$ cat src/rtl/axil_reg_bank.sv
// AXI4-Lite slave exposing NUM_REGS word registers, each read/write or read-only.
// AW and W each have a one-entry holding slot; reads return data one cycle after the address.
module axil_reg_bank #(
  parameter int DATA_WIDTH = 32,
  parameter int ADDR_WIDTH = 4,
  parameter int NUM_REGS   = 4,
  parameter logic [NUM_REGS-1:0] RO_MASK = '0
) (
  input  logic                           clk,
  input  logic                           rst,
  input  logic [ADDR_WIDTH-1:0]          awaddr,
  input  logic [2:0]                     awprot,
  input  logic                           awvalid,
  output logic                           awready,
  input  logic [DATA_WIDTH-1:0]          wdata,
  input  logic [DATA_WIDTH/8-1:0]        wstrb,
  input  logic                           wvalid,
  output logic                           wready,
  output logic [1:0]                     bresp,
  output logic                           bvalid,
  input  logic                           bready,
  input  logic [ADDR_WIDTH-1:0]          araddr,
  input  logic [2:0]                     arprot,
  input  logic                           arvalid,
  output logic                           arready,
  output logic [DATA_WIDTH-1:0]          rdata,
  output logic [1:0]                     rresp,
  output logic                           rvalid,
  input  logic                           rready,
  output logic [NUM_REGS*DATA_WIDTH-1:0] reg_o,
  input  logic [NUM_REGS*DATA_WIDTH-1:0] reg_i,
  output logic [NUM_REGS-1:0]            wr_pulse_o
);

  localparam int STRB_W = DATA_WIDTH / 8;
  localparam int LSB    = $clog2(STRB_W);
  localparam int IDX_W  = ADDR_WIDTH - LSB;

  localparam logic [1:0] RESP_OKAY   = 2'b00;
  localparam logic [1:0] RESP_SLVERR = 2'b10;
  localparam logic [1:0] RESP_DECERR = 2'b11;

  logic [DATA_WIDTH-1:0] regs [NUM_REGS];

  logic                  aw_held;
  logic [IDX_W-1:0]      aw_idx;
  logic                  w_held;
  logic [DATA_WIDTH-1:0] w_data;
  logic [STRB_W-1:0]     w_strb;

  logic                  aw_fire;
  logic                  w_fire;
  logic                  ar_fire;
  logic                  commit;
  logic [1:0]            commit_resp;
  logic [NUM_REGS-1:0]   commit_onehot;
  logic [IDX_W-1:0]      ar_idx;
  logic [DATA_WIDTH-1:0] rd_data;
  logic [1:0]            rd_resp;

  logic unused;
  assign unused = ^{awprot, arprot, awaddr[LSB-1:0], araddr[LSB-1:0], reg_i};

  function automatic logic [DATA_WIDTH-1:0] apply_strobe(
    input logic [DATA_WIDTH-1:0] cur,
    input logic [DATA_WIDTH-1:0] nxt,
    input logic [STRB_W-1:0]     strb
  );
    logic [DATA_WIDTH-1:0] res;
    res = cur;
    for (int b = 0; b < STRB_W; b++) begin
      if (strb[b]) res[b*8 +: 8] = nxt[b*8 +: 8];
    end
    return res;
  endfunction

  function automatic logic in_range(input logic [IDX_W-1:0] idx);
    return int'(idx) < NUM_REGS;
  endfunction

  function automatic logic is_ro(input logic [IDX_W-1:0] idx);
    logic ro;
    ro = 1'b0;
    for (int i = 0; i < NUM_REGS; i++) begin
      if (idx == IDX_W'(i)) ro = RO_MASK[i];
    end
    return ro;
  endfunction

  assign awready = !aw_held;
  assign wready  = !w_held;
  assign arready = !rvalid || rready;

  assign aw_fire = awvalid && awready;
  assign w_fire  = wvalid && wready;
  assign ar_fire = arvalid && arready;
  // A new response may only be issued once the previous one is consumed (or is being consumed now).
  assign commit  = aw_held && w_held && (!bvalid || bready);

  assign ar_idx = araddr[ADDR_WIDTH-1:LSB];

  always_comb begin
    commit_resp   = RESP_OKAY;
    commit_onehot = '0;
    if (!in_range(aw_idx)) begin
      commit_resp = RESP_DECERR;
    end else if (is_ro(aw_idx)) begin
      commit_resp = RESP_SLVERR;
    end
    for (int i = 0; i < NUM_REGS; i++) begin
      if (aw_idx == IDX_W'(i)) commit_onehot[i] = 1'b1;
    end
  end

  always_comb begin
    rd_data = '0;
    rd_resp = RESP_DECERR;
    for (int i = 0; i < NUM_REGS; i++) begin
      if (ar_idx == IDX_W'(i)) begin
        rd_resp = RESP_OKAY;
        rd_data = RO_MASK[i] ? reg_i[i*DATA_WIDTH +: DATA_WIDTH] : regs[i];
      end
    end
  end

  for (genvar g = 0; g < NUM_REGS; g++) begin : g_reg_o
    assign reg_o[g*DATA_WIDTH +: DATA_WIDTH] = RO_MASK[g] ? '0 : regs[g];
  end

  // Holding slots: flags are control state, captured address/data need no reset.
  always_ff @(posedge clk or posedge rst) begin
    if (rst) begin
      aw_held <= 1'b0;
      w_held  <= 1'b0;
    end else begin
      if (commit)       aw_held <= 1'b0;
      else if (aw_fire) aw_held <= 1'b1;
      if (commit)       w_held  <= 1'b0;
      else if (w_fire)  w_held  <= 1'b1;
    end
  end

  always_ff @(posedge clk) begin
    if (aw_fire) aw_idx <= awaddr[ADDR_WIDTH-1:LSB];
    if (w_fire) begin
      w_data <= wdata;
      w_strb <= wstrb;
    end
  end

  // Commit stage: register update, write response and write pulse all land on the same edge.
  always_ff @(posedge clk or posedge rst) begin
    if (rst) begin
      for (int i = 0; i < NUM_REGS; i++) regs[i] <= '0;
    end else if (commit && commit_resp == RESP_OKAY) begin
      for (int i = 0; i < NUM_REGS; i++) begin
        if (commit_onehot[i]) regs[i] <= apply_strobe(regs[i], w_data, w_strb);
      end
    end
  end

  always_ff @(posedge clk or posedge rst) begin
    if (rst) begin
      bvalid     <= 1'b0;
      bresp      <= RESP_OKAY;
      wr_pulse_o <= '0;
    end else begin
      wr_pulse_o <= '0;
      if (commit) begin
        bvalid <= 1'b1;
        bresp  <= commit_resp;
        if (commit_resp == RESP_OKAY) wr_pulse_o <= commit_onehot;
      end else if (bready) begin
        bvalid <= 1'b0;
      end
    end
  end

  // Read stage: one-cycle registered response; regs here still hold pre-commit values.
  always_ff @(posedge clk or posedge rst) begin
    if (rst) begin
      rvalid <= 1'b0;
      rdata  <= '0;
      rresp  <= RESP_OKAY;
    end else if (ar_fire) begin
      rvalid <= 1'b1;
      rdata  <= rd_data;
      rresp  <= rd_resp;
    end else if (rready) begin
      rvalid <= 1'b0;
    end
  end

endmodule
$ cat config.mk
export PLATFORM = sky130hd
export DESIGN_NAME = axil_reg_bank
export DESIGN_NICKNAME = d
export VERILOG_FILES = /design/src/rtl/axil_reg_bank.sv
export SDC_FILE = /design/constraint.sdc
export NUM_CORES = 1
export LEC_CHECK = 0
export ABC_AREA = 1
export CAP_MARGIN = 20
export CORE_MARGIN = 8
export CORE_UTILIZATION = 45
export CTS_BUF_LIST = sky130_fd_sc_hd__clkbuf_4
export DETAILED_ROUTE_END_ITERATION = 10
export GPL_ROUTABILITY_DRIVEN = 0
export PLACE_DENSITY_LB_ADDON = 0.15
export SLEW_MARGIN = 40
export SYNTH_ARGS = -nofsm -noshare
export SYNTH_HDL_FRONTEND = slang
export SYNTH_SLANG_ARGS = --single-unit
$ cat constraint.sdc
create_clock -name clk -period 8 [get_ports clk]
set_clock_uncertainty 0.2 [all_clocks]
set_input_delay 1.6 -clock clk [delete_from_list [all_inputs] [get_ports clk]]
set_output_delay 1.6 -clock clk [all_outputs]
set_load 0.02 [all_outputs]
==> results.json <==
{
  "area_growth_pct": 35.6,
  "power_leakage_nw": 5.71,
  "crit_family": "buffers and inverters",
  "internal_power_mw": 2.84,
  "holdPathStages": 2,
  "fin_tns_setup_ps": 0,
  "yosys_warnings": 0,
  "critPathKind": "primary input to output port",
  "cts_max_level": 2,
  "numCtsBuffers": 55,
  "fin_util_pct": 62.0,
  "nFillCells": 1754,
  "insertion_delay_ps": 680,
  "avgSynthCellArea_um2": 8.88,
  "fin_crit_ps": 4660,
  "max_freq_ghz": 0.215,
  "maxCapViolations": 0,
  "drive_above_1_share_pct": 9.98,
  "p_seq_share_pct": 37.5,
  "relSlewSlack_pct": 46.6,
  "detail_route.wl_per_cell_um": 19.5,
  "crit_cells": 4,
  "vias": 8224,
  "grt_pass1_wl_mm": 46.1,
  "ir_worst_vdd_mv": 0.269,
  "io_buffers": 217,
  "wl_mm": 30.1,
  "crit_arrival_ps": 2860,
  "cts_tree": "done",
  "drtPass1Iterations": 7,
  "critPathMaxStageDelay_ps": 640,
  "grt_max_degree": 100,
  "post_cts.repair.setup_buffers": 0,
  "cts_sinks": 207,
  "fin_crit_sh_pct": 58.2,
  "cellPowerDensity_nw_per_um2": 395,
  "report.final.slew_viol_count": 0,
  "p_sw_share_pct": 40.4,
  "syn_inst": 1002,
  "p_clk_share_pct": 20.6,
  "die_w_um": 157,
  "switching_power_mw": 1.93,
  "critPathRequiredTime_ps": 6200,
  "seq_area_frac_synth_pct": 60.3,
  "rows": 51,
  "nets": 1412,
  "core_um2": 19500,
  "path_max_fanout": 4,
  "start_util_pct": 45.7,
  "pwr-share-comb_pct": 41.8,
  "fp.dieH_um": 157,
  "vias_per_cell": 5.34,
  "rsz0062_at_grt": "no",
  "drc": 0,
  "hold_violations": 0,
  "syn-cell-area_um2": 8900,
  "grt_overflow": 0,
  "tightest_slew_ps": 800,
  "drtIter0Drc": 680,
  "cts_max_path_buffers": 3,
  "antenna_found_initial": 2,
  "grt_usage_pct": 24.4,
  "antenna_left": 0,
  "cp-start-kind": "primary input",
  "cpMaxStageDelayCell": "clkdlybuf4s50_1",
  "die-area_um2": 24500,
  "dp_hpwl_mm": 18.7,
  "crit_chain": "clkdlybuf4s50_1 > inv_1 > nand2_1 > clkdlybuf4s50_1",
  "cp_common_cell": "clkdlybuf4s50_1",
  "hold_path_class": "flop to flop",
  "status": "completed",
  "ctsResizeCount": 0,
  "ys_types": 22,
  "cp-end-kind": "output port",
  "path_clk_slew_ps": 60,
  "cts-root-buf": "clkbuf_4",
  "worst-path-buf-inv": 3,
  "num_io_pins": 358,
  "synth.ff_latch_count": 207,
  "grt_pass1_vias": 8115,
  "setup_violations": 0,
  "reg2regPathDepth": 6,
  "hold_buffers": 0
}
-- worst reg2reg max path: stages (launching register included) --
cell,delay (ps)
edfxtp_1,510
nand2_1,120
clkinv_1,340
buf_4,430
nand4_1,540
nand2_1,200
nand2_1,70
-- Yosys cell counts --
library cell,number,share of area [%]
buf_1,2,0.084
dfrtp_1,169,48
nand4_1,112,7.9
a21oi_2,1,0.098
nor3_1,2,0.11
edfxtp_1,38,13
nand3_1,96,5.4
a21boi_0,1,0.084
buf_4,8,0.67
a21oi_1,2,0.11
conb_1,1,0.042
clkinv_1,2,0.084
inv_1,11,0.46
nor2_2,1,0.070
nor2_1,68,2.9
nand2_1,392,17
o21ai_0,32,1.8
nor2_4,3,0.38
clkbuf_1,30,1.3
nand2_2,1,0.070
buf_2,29,1.6
inv_2,1,0.042
-- cell usage in the layout (no fill, tap or decap), types with 2 or more instances in the layout --
master and n:
inv_1 9, buf_8 3, clkdlybuf4s50_1 215, edfxtp_1 38
nand2_1 391, a21oi_1 2, nand2_2 2, nor2_4 5
buf_4 13, nor3_1 2, o21ai_0 32, nor2_1 66
buf_2 2, clkbuf_4 91, conb_1 2, dfrtp_1 169
buf_16 2, nand4_1 112, inv_2 3, clkinv_1 11
nand3_1 96
-- registers in the layout, indices dropped and copies added (netlist names) --
register    count
wr_pulse_o      4
w_held          1
w_data         32
reg_o         128
rresp           1
rvalid          1
rdata          32
aw_idx          2
w_strb          4
aw_held         1
bvalid          1
-- through the flow --
stage	setup WS [ps]	hold WS, ps	instance area [um^2]	instances	power, mW
3_3_place_gp	3350	261	11200	1430	3.76
6_report	3340	275	12100	1539	4.77
4_1_cts	3340	281	12100	1538	4.81
3_5_place_dp	3350	264	11300	1435	3.81
5_1_grt	3280	292	12100	1539	5.06
2_1_floorplan	1620	320	8910	1003	2.76
-- layout make-up --
| class | count | area (um^2) | share of cell area (%) |
|---|---|---|---|
| Inverter | 14 | 60.1 | 0.497 |
| Clock inverter | 12 | 72.6 | 0.601 |
| Timing Repair Buffer | 236 | 2370 | 19.6 |
| Sequential cell | 207 | 5370 | 44.5 |
| Clock buffer | 91 | 683 | 5.66 |
| Tap cell | 265 | 332 | 2.75 |
| Multi-Input combinational cell | 713 | 3180 | 26.4 |
| Antenna cell | 1 | 2.50 | 0.0207 |
-- cells by family after synthesis --
group                  Yosys count  share of synthesized area [%]
buffers and inverters           83                           4.24
AND/OR/NAND/NOR                675                           33.3
other                            1                         0.0421
flip-flops                     207                           60.3
AO/OA/AOI/OAI                   36                           2.09
-- final timing paths --
| kind | from | endpoint | slack (ps) |
|---|---|---|---|
| min in group asynchronous | rst | rdata[3] | 1200 |
| hold / removal | rdata[0] | rdata[0] | 270 |
| setup reg to reg | aw_idx[1] | reg_o[116] | 5440 |
| max in group asynchronous | rst | reg_o[20] | 5220 |
| hold reg to reg | rdata[0] | rdata[0] | 270 |
| setup / recovery | rready | arready | 3340 |
-- power groups by stage --
stage	Combinational (mW)	Clock (mW)	Sequential, mW
4_1_cts	2.02	1.01	1.78
3_3_place_gp	1.97	0	1.79
3_5_place_dp	2.01	0	1.80
5_1_grt	2.15	1.06	1.84
2_1_floorplan	0.593	0	2.17
6_report	1.99	0.984	1.79
-- metal layers --
layer / track usage [%] / wire (um) / share of wire, % / vias to the layer above
met5: 0 / 13 / 0.043 / -
met4: 7.69 / 550 / 1.8 / 2
met3: 8.47 / 3400 / 11 / 46
met2: 37.3 / 13600 / 45 / 404
met1: 31.9 / 12500 / 42 / 3910
li1: - / - / - / 3862
No activity file was read; power rests on OpenSTA's default activity.
